--- config.mk ---
export PLATFORM = sky130hd
export DESIGN_NAME = mem_port_arbiter
export DESIGN_NICKNAME = d
export VERILOG_FILES = /design/src/rtl/mem_arb_pkg.sv /design/src/rtl/mem_arb_pick.sv /design/src/rtl/mem_port_arbiter.sv
export SDC_FILE = /design/constraint.sdc
export NUM_CORES = 1
export LEC_CHECK = 0
export ABC_AREA = 1
export BUFFER_PORTS_ARGS = -buffer_cell sky130_fd_sc_hd__buf_2
export CORE_UTILIZATION = 45
export CTS_BUF_LIST = sky130_fd_sc_hd__clkbuf_16
export DETAILED_ROUTE_END_ITERATION = 8
export GPL_TIMING_DRIVEN = 0
export PLACE_DENSITY = 0.82
export RECOVER_POWER = 25
export SLEW_MARGIN = 20
export SYNTH_ARGS = -nofsm -noshare
export SYNTH_HDL_FRONTEND = slang
export SYNTH_HIERARCHICAL = 1
export SYNTH_SLANG_ARGS = --single-unit
--- constraint.sdc ---
create_clock -name i_clk -period 1.61 [get_ports i_clk]
set_clock_uncertainty 0.1 [all_clocks]
set_input_delay 0.322 -clock i_clk [delete_from_list [all_inputs] [get_ports i_clk]]
set_output_delay 0.322 -clock i_clk [all_outputs]
set_load 0.02 [all_outputs]
--- src/rtl/mem_arb_pkg.sv ---
// Shared types and default sizes for the two-port memory arbiter and its
// 8x8 array (3-to-8 select decoder, 8-bit words).
package mem_arb_pkg;

  localparam int unsigned MEM_ADDR_W = 3;
  localparam int unsigned MEM_DATA_W = 8;

  typedef enum logic [1:0] {
    IDLE    = 2'd0,
    ACCESS  = 2'd1,
    RESPOND = 2'd2
  } state_e;

  typedef enum logic {
    GNT_A = 1'b0,
    GNT_B = 1'b1
  } grant_e;

  // The port that is not g.
  function automatic grant_e other_port(input grant_e g);
    return (g == GNT_A) ? GNT_B : GNT_A;
  endfunction

endpackage

--- src/rtl/mem_arb_pick.sv ---
// Combinational winner select between port A and port B.
// Build option: MEM_ARB_ROUND_ROBIN_EN -- when defined, a tie goes to the
// port named by i_ptr; otherwise A always wins a tie and i_ptr is ignored.
// Ports:
//   i_a_req, i_b_req  pending requests
//   i_ptr             preferred port on a tie (round-robin build only)
//   o_any_c           at least one request pending
//   o_gnt_c           winning port (meaningful only when o_any_c=1)
module mem_arb_pick
  import mem_arb_pkg::*;
(
  input  logic   i_a_req,
  input  logic   i_b_req,
  input  grant_e i_ptr,
  output logic   o_any_c,
  output grant_e o_gnt_c
);

  assign o_any_c = i_a_req | i_b_req;

`ifdef MEM_ARB_ROUND_ROBIN_EN
  // Single requester wins outright; a tie is settled by the pointer.
  always_comb begin
    o_gnt_c = GNT_A;
    if (i_a_req && i_b_req) begin
      o_gnt_c = i_ptr;
    end else if (i_b_req) begin
      o_gnt_c = GNT_B;
    end
  end
`else
  logic unused_ptr;
  assign unused_ptr = 1'(i_ptr);

  // Fixed priority: B only when A is not asking.
  assign o_gnt_c = (i_b_req && !i_a_req) ? GNT_B : GNT_A;
`endif

endmodule

--- src/rtl/mem_port_arbiter.sv ---
// Two-port req/ack arbiter and sequencer for the 8x8 memory array.
// One request is granted at a time: IDLE -> ACCESS (decoder selected for one
// cycle) -> RESPOND (ack pulse with read data) -> IDLE.
// Build option: MEM_ARB_ROUND_ROBIN_EN -- round-robin tie break with a 1-bit
// pointer; when undefined, fixed priority with A winning and no pointer flop.
// Ports:
//   i_clk, i_rst_n                clock, async active-low reset
//   i_{a,b}_req/we/adr/wdata      requester inputs
//   o_{a,b}_ack, o_{a,b}_rdata    completion pulse and read data per port
//   o_mem_adr/valid/we/wdata      registered decoder/array controls (0 when idle)
//   i_mem_rdata                   combinational read data from the array
module mem_port_arbiter
  import mem_arb_pkg::*;
#(
  parameter int unsigned ADDR_W = MEM_ADDR_W,
  parameter int unsigned DATA_W = MEM_DATA_W
) (
  input  logic              i_clk,
  input  logic              i_rst_n,
  input  logic              i_a_req,
  input  logic              i_a_we,
  input  logic [ADDR_W-1:0] i_a_adr,
  input  logic [DATA_W-1:0] i_a_wdata,
  input  logic              i_b_req,
  input  logic              i_b_we,
  input  logic [ADDR_W-1:0] i_b_adr,
  input  logic [DATA_W-1:0] i_b_wdata,
  output logic              o_a_ack,
  output logic [DATA_W-1:0] o_a_rdata,
  output logic              o_b_ack,
  output logic [DATA_W-1:0] o_b_rdata,
  output logic [ADDR_W-1:0] o_mem_adr,
  output logic              o_mem_valid,
  output logic              o_mem_we,
  output logic [DATA_W-1:0] o_mem_wdata,
  input  logic [DATA_W-1:0] i_mem_rdata
);

  state_e              state_q, state_d;
  grant_e              gnt_q, gnt_d;
  logic [ADDR_W-1:0]   adr_q, adr_d;
  logic                we_q, we_d;
  logic [DATA_W-1:0]   wdata_q, wdata_d;
  logic                a_ack_q, a_ack_d, b_ack_q, b_ack_d;
  logic [DATA_W-1:0]   a_rdata_q, a_rdata_d, b_rdata_q, b_rdata_d;
  logic                mem_valid_q, mem_valid_d, mem_we_q, mem_we_d;
  logic [ADDR_W-1:0]   mem_adr_q, mem_adr_d;
  logic [DATA_W-1:0]   mem_wdata_q, mem_wdata_d;

  logic                any_req_c;
  grant_e              win_c;
  grant_e              ptr_c;

  mem_arb_pick u_pick (
    .i_a_req (i_a_req),
    .i_b_req (i_b_req),
    .i_ptr   (ptr_c),
    .o_any_c (any_req_c),
    .o_gnt_c (win_c)
  );

`ifdef MEM_ARB_ROUND_ROBIN_EN
  grant_e ptr_q, ptr_d;

  // Pointer moves to the loser of every grant.
  always_comb begin
    ptr_d = ptr_q;
    if (state_q == IDLE && any_req_c) begin
      ptr_d = other_port(win_c);
    end
  end

  always_ff @(posedge i_clk or negedge i_rst_n) begin
    if (!i_rst_n) begin
      ptr_q <= GNT_A;
    end else begin
      ptr_q <= ptr_d;
    end
  end

  assign ptr_c = ptr_q;
`else
  assign ptr_c = GNT_A;
`endif

  // Next state, request capture, ack/rdata and memory-side outputs.
  always_comb begin
    state_d   = state_q;
    gnt_d     = gnt_q;
    adr_d     = adr_q;
    we_d      = we_q;
    wdata_d   = wdata_q;
    a_ack_d   = 1'b0;
    b_ack_d   = 1'b0;
    a_rdata_d = a_rdata_q;
    b_rdata_d = b_rdata_q;

    case (state_q)
      IDLE: begin
        if (any_req_c) begin
          gnt_d   = win_c;
          adr_d   = (win_c == GNT_B) ? i_b_adr   : i_a_adr;
          we_d    = (win_c == GNT_B) ? i_b_we    : i_a_we;
          wdata_d = (win_c == GNT_B) ? i_b_wdata : i_a_wdata;
          state_d = ACCESS;
        end
      end
      ACCESS: begin
        // Ack is raised here so its flop is high during RESPOND.
        if (!we_q) begin
          if (gnt_q == GNT_B) b_rdata_d = i_mem_rdata;
          else                a_rdata_d = i_mem_rdata;
        end
        a_ack_d = (gnt_q == GNT_A);
        b_ack_d = (gnt_q == GNT_B);
        state_d = RESPOND;
      end
      RESPOND: state_d = IDLE;
      default: state_d = IDLE;
    endcase

    // Decoder controls are flops that are zero outside ACCESS.
    mem_valid_d = (state_d == ACCESS);
    mem_adr_d   = mem_valid_d ? adr_d : '0;
    mem_we_d    = mem_valid_d & we_d;
    mem_wdata_d = mem_valid_d ? wdata_d : '0;
  end

  always_ff @(posedge i_clk or negedge i_rst_n) begin
    if (!i_rst_n) begin
      state_q     <= IDLE;
      gnt_q       <= GNT_A;
      adr_q       <= '0;
      we_q        <= 1'b0;
      wdata_q     <= '0;
      a_ack_q     <= 1'b0;
      b_ack_q     <= 1'b0;
      a_rdata_q   <= '0;
      b_rdata_q   <= '0;
      mem_valid_q <= 1'b0;
      mem_adr_q   <= '0;
      mem_we_q    <= 1'b0;
      mem_wdata_q <= '0;
    end else begin
      state_q     <= state_d;
      gnt_q       <= gnt_d;
      adr_q       <= adr_d;
      we_q        <= we_d;
      wdata_q     <= wdata_d;
      a_ack_q     <= a_ack_d;
      b_ack_q     <= b_ack_d;
      a_rdata_q   <= a_rdata_d;
      b_rdata_q   <= b_rdata_d;
      mem_valid_q <= mem_valid_d;
      mem_adr_q   <= mem_adr_d;
      mem_we_q    <= mem_we_d;
      mem_wdata_q <= mem_wdata_d;
    end
  end

  assign o_a_ack     = a_ack_q;
  assign o_b_ack     = b_ack_q;
  assign o_a_rdata   = a_rdata_q;
  assign o_b_rdata   = b_rdata_q;
  assign o_mem_valid = mem_valid_q;
  assign o_mem_adr   = mem_adr_q;
  assign o_mem_we    = mem_we_q;
  assign o_mem_wdata = mem_wdata_q;

endmodule

Word level (Yosys, flattened, before mapping) --
Cells that the tools add are included.
Word-level totals: flip-flop bits (word level) 46, input port bits 36, logic and storage cells 41, output and inout bits 31
Cells by class: equality and inequality tests 2, reductions and logical operators 6, bitwise gates (word level) 4, mux-type cells 16
Operators by type and width (count):
- two-way mux 8 bit | 4
- two-way mux 3 bit | 4
- two-way mux 1 bit | 6
- AND reduction 3 bit | 2
- equality test 2 x 1 -> 1 bit, second input constant | 2
- case mux 2 bit (2 select lines) | 1
- zero test 2 bit | 1
- two-way mux 2 bit | 1
- NOT 1 bit | 2
- AND reduction 2 bit | 1
- AND 1 bit | 1
- logical AND 1 bit | 1
- zero test 1 bit | 1
- bitwise OR 1 bit | 1

Logic depth before layout (Yosys ltp) --
depth after elaboration 7, mapped depth 8, depth with buffers taken out 7

Modules after synthesis --
The synthesis kept the hierarchy.
By module, submodules not included:
- mem_port_arbiter | sequential area each 875.8 um^2, cells an instance 169, area each 1435.1 um^2, times used 1
- mem_arb_pick | sequential area each 0.0 um^2, cells an instance 4, area each 15.0 um^2, times used 1

Least setup slack after synthesis --
No wires, ideal clock.
kind register to register, start reg gnt_q, end reg a_rdata_q[0] (netlist: o_a_rdata[0]), library setup time 0.118 ns, data arrival time 0.952 ns, data required time 1.392 ns, period minus slack after synthesis 1.170 ns, path slack 0.440 ns, stages on the path, launching flop included 6, buffers on the path 1, path through dfrtp_1 -> inv_1 -> buf_2 -> nand3_1 -> nand2_1 -> nand2_1
Between the ends: longest elaborated chain between the ends 2
RTL lines:
- start: declaration | line mem_port_arbiter.sv:40 | grant_e gnt_q, gnt_d;
- start signal: assignment | line mem_port_arbiter.sv:146 | gnt_q <= gnt_d;
- NOT 1 bit (no line)
- AND reduction 3 bit (no line)
- end signal: assignment | line mem_port_arbiter.sv:152 | a_rdata_q <= a_rdata_d;
- end: declaration | line mem_port_arbiter.sv:45 | logic [DATA_W-1:0] a_rdata_q, a_rdata_d, b_rdata_q, b_rdata_d;
Every way passes these cells. A chain may end at the register's enable or synchronous reset.

Worst setup path after layout --
start reg gnt_q, end reg a_rdata_q[6] (netlist: o_a_rdata[6])
Same word-level chain as after synthesis.

==> results.yml <==
run_status:
  run_status: "completed"
setup_path:
  cp_endpoint_kind: "flop"
  timing.setup.critical_path_class: "flop to flop"
  startpoint_type: "flop"
  crit_path_cell_trace: "inv_1, buf_2, nand3_1, nand2_1, nand2_1"
  critical_path.max_fanout: 10
  timing.critical_path.slowest_cell_delay_ns: 0.39
  critPathSlowestCell: "sky130_fd_sc_hd__dfrtp_1"
  cp_common_cell: "sky130_fd_sc_hd__nand2_1"
  worst_ep_required_time_ns: 1.67
  cp_data_arrival_time_ns: 1.43
global_routing:
  first_global_vias: 1192
  antenna_found_initial: 0
  grt-ovfl-total: 0
  grt_usage_pct: 20.0
  grt_max_degree: 36
  grt_first_pass_wirelength_mm: 5.07
synthesis:
  synth_area_per_cell_um2: 8.41
  synth.cell_area_um2: 1450
  synth_warnings: 6
  synth.net_count: 208
  post_synth_inst_count: 172
layout:
  n_antenna_cell: 0
  multi_input_combinational_cell_area_um2: 454
  final_cell_mix: "sky130_fd_sc_hd__nand2_1, sky130_fd_sc_hd__buf_2, sky130_fd_sc_hd__dfrtp_1, sky130_fd_sc_hd__inv_1, sky130_fd_sc_hd__nand3_1"
  final_area_um2: 1970
  layoutNonFillerInstCount: 290
  final.fill_count: 296
  drive_above_1_share_pct: 32.1
  most_frequent_standard_cell_in_the_layout_excluding_fill_and_tap_cells: "sky130_fd_sc_hd__nand2_1"
  layout_area_growth_over_synthesis_pct: 36.1
  layout.nets: 281
  final_core_utilization_pct: 64.5
  area.sequential_um2: 876
run:
  max-cap-violations: 0
power:
  pwr-share-clk_pct: 23.2
  switchingPower_mw: 1.47
  comb_power_share_pct: 39.7
  swShare_pct: 39.2
  power.share.sequential_pct: 37.1
  pnr_total_power_mw: 3.74
  leakagePower_nw: 1.24
  p_per_area_nw_per_um2: 1900
  ir_drop_uv: 883
  internal_power_mw: 2.27
timing:
  relSlewSlack_pct: 44.1
  final_hold_viol_count: 0
  total_setup_violations_reported_at_the_end_of_the_flow: 0
  max_freq_ghz: 0.727
  layout_setup_ws_ns: 0.235
  final_min_period_ns: 1.38
  hold-worst-slack_ns: 0.0458
  rsz0062_at_grt: "no"
  worst_slew_pin_slew_ns: 0.838
  fin_setup_tns_ns: 0
  drv_slew: 0
  final_min_period_over_clock_period_pct: 85.4
placed_design:
  place_congestion: 0.800
  place_ws_ns: 0.258
  placed_area_um2: 1830
  portBuffers: 66
  post-place-cells: 282
  dp_hpwl_mm: 2.22
routing:
  routed_via_density: 4.52
  wl_per_cell_um: 10.3
  final_antenna_net_count: 0
  totalWireLength_mm: 2.99
  post-route-drc-count: 0
  drt-initial-drc-count: 70
  dr.pass1.iters: 5
  overall_via_count_from_detail_route: 1310
cts:
  cts_buffers: 5
  cts_resized: 0
  cts_setup_buffers: 0
  tritoncts: "done"
  cts.path.max_buffers: 2
  ctsRootBufferMaster: "sky130_fd_sc_hd__clkbuf_16"
  numClockSinks: 35
  worstSkewPairLatency_ns: 0.27
  clkSlewWorstSetupHoldPaths_ns: 0.05
  cts-htree-levels: 2
  hold_buffers: 0
floorplanning:
  dieHeight_um: 58.7
  core_area_um2: 3050
  rows: 20
  die_area_um2: 3450
  count_of_boundary_i_o_pins: 67
  initial_core_util_pct: 47.4
  floorplan.die.width_um: 58.7
worst_hold_path:
  timing.hold.worst.class: "input pin to async pin"
## worst max-delay path: cells and delay by family (launching register included)
| kind | cells | cell delay, ns |
|---|---|---|
| simple gates | 3 | 0.49 |
| flops | 1 | 0.39 |
| buf+inv | 2 | 0.29 |
## worst paths after layout
kind                                       from                        to  depth (start not counted)  slack (ns)
max                           gnt_q$_DFFE_PN0P_  o_a_rdata[6]$_DFFE_PN0P_                          5        0.23
min                                     i_rst_n  o_b_rdata[3]$_DFFE_PN0P_                          1        0.05
max reg2reg                   gnt_q$_DFFE_PN0P_  o_a_rdata[6]$_DFFE_PN0P_                          5        0.23
min reg2reg                state_q[0]$_DFF_PN0_     o_mem_valid$_DFF_PN0_                          1        0.35
max in group asynchronous               i_rst_n  o_mem_wdata[6]$_DFF_PN0_                          1        0.84
min in group i_clk               i_mem_rdata[2]  o_b_rdata[2]$_DFFE_PN0P_                          3        0.21
## sequential cells by signal, indices dropped and copies added, names as in the netlist
register,count
o_a_ack,1
o_mem_valid,1
o_mem_wdata,8
o_b_rdata,8
gnt_q,1
o_a_rdata,8
we_q,1
o_b_ack,1
state_q,2
o_mem_we,1
o_mem_adr,3
## per-layer routing
metal,GRT usage (%),up-vias,routed length [um]
met1,24.9,573,1280
met3,6.81,4,258
met2,33.5,63,1430
li1,-,670,-
met5,0,-,0
met4,5.10,0,23
## layout make-up
class | count | area share [%]
Inverter | 20 | 3.81
Tap cell | 44 | 2.80
Timing Repair Buffer | 66 | 16.8
Sequential cell | 35 | 44.5
Buffer | 6 | 2.10
Clock buffer | 5 | 6.36
Clock inverter | 3 | 0.572
Multi-Input combinational cell | 111 | 23.1
## power groups by stage
stage                     Clock (mW)  Combinational (mW)  Sequential (mW)
after floorplan                    0               0.606             1.78
after global placement             0                1.45             1.39
after detailed placement           0                1.49             1.40
after CTS                      0.886                1.50             1.39
after global routing           0.926                1.67             1.44
final                          0.868                1.48             1.39
(Power assumes the default switching activity.)
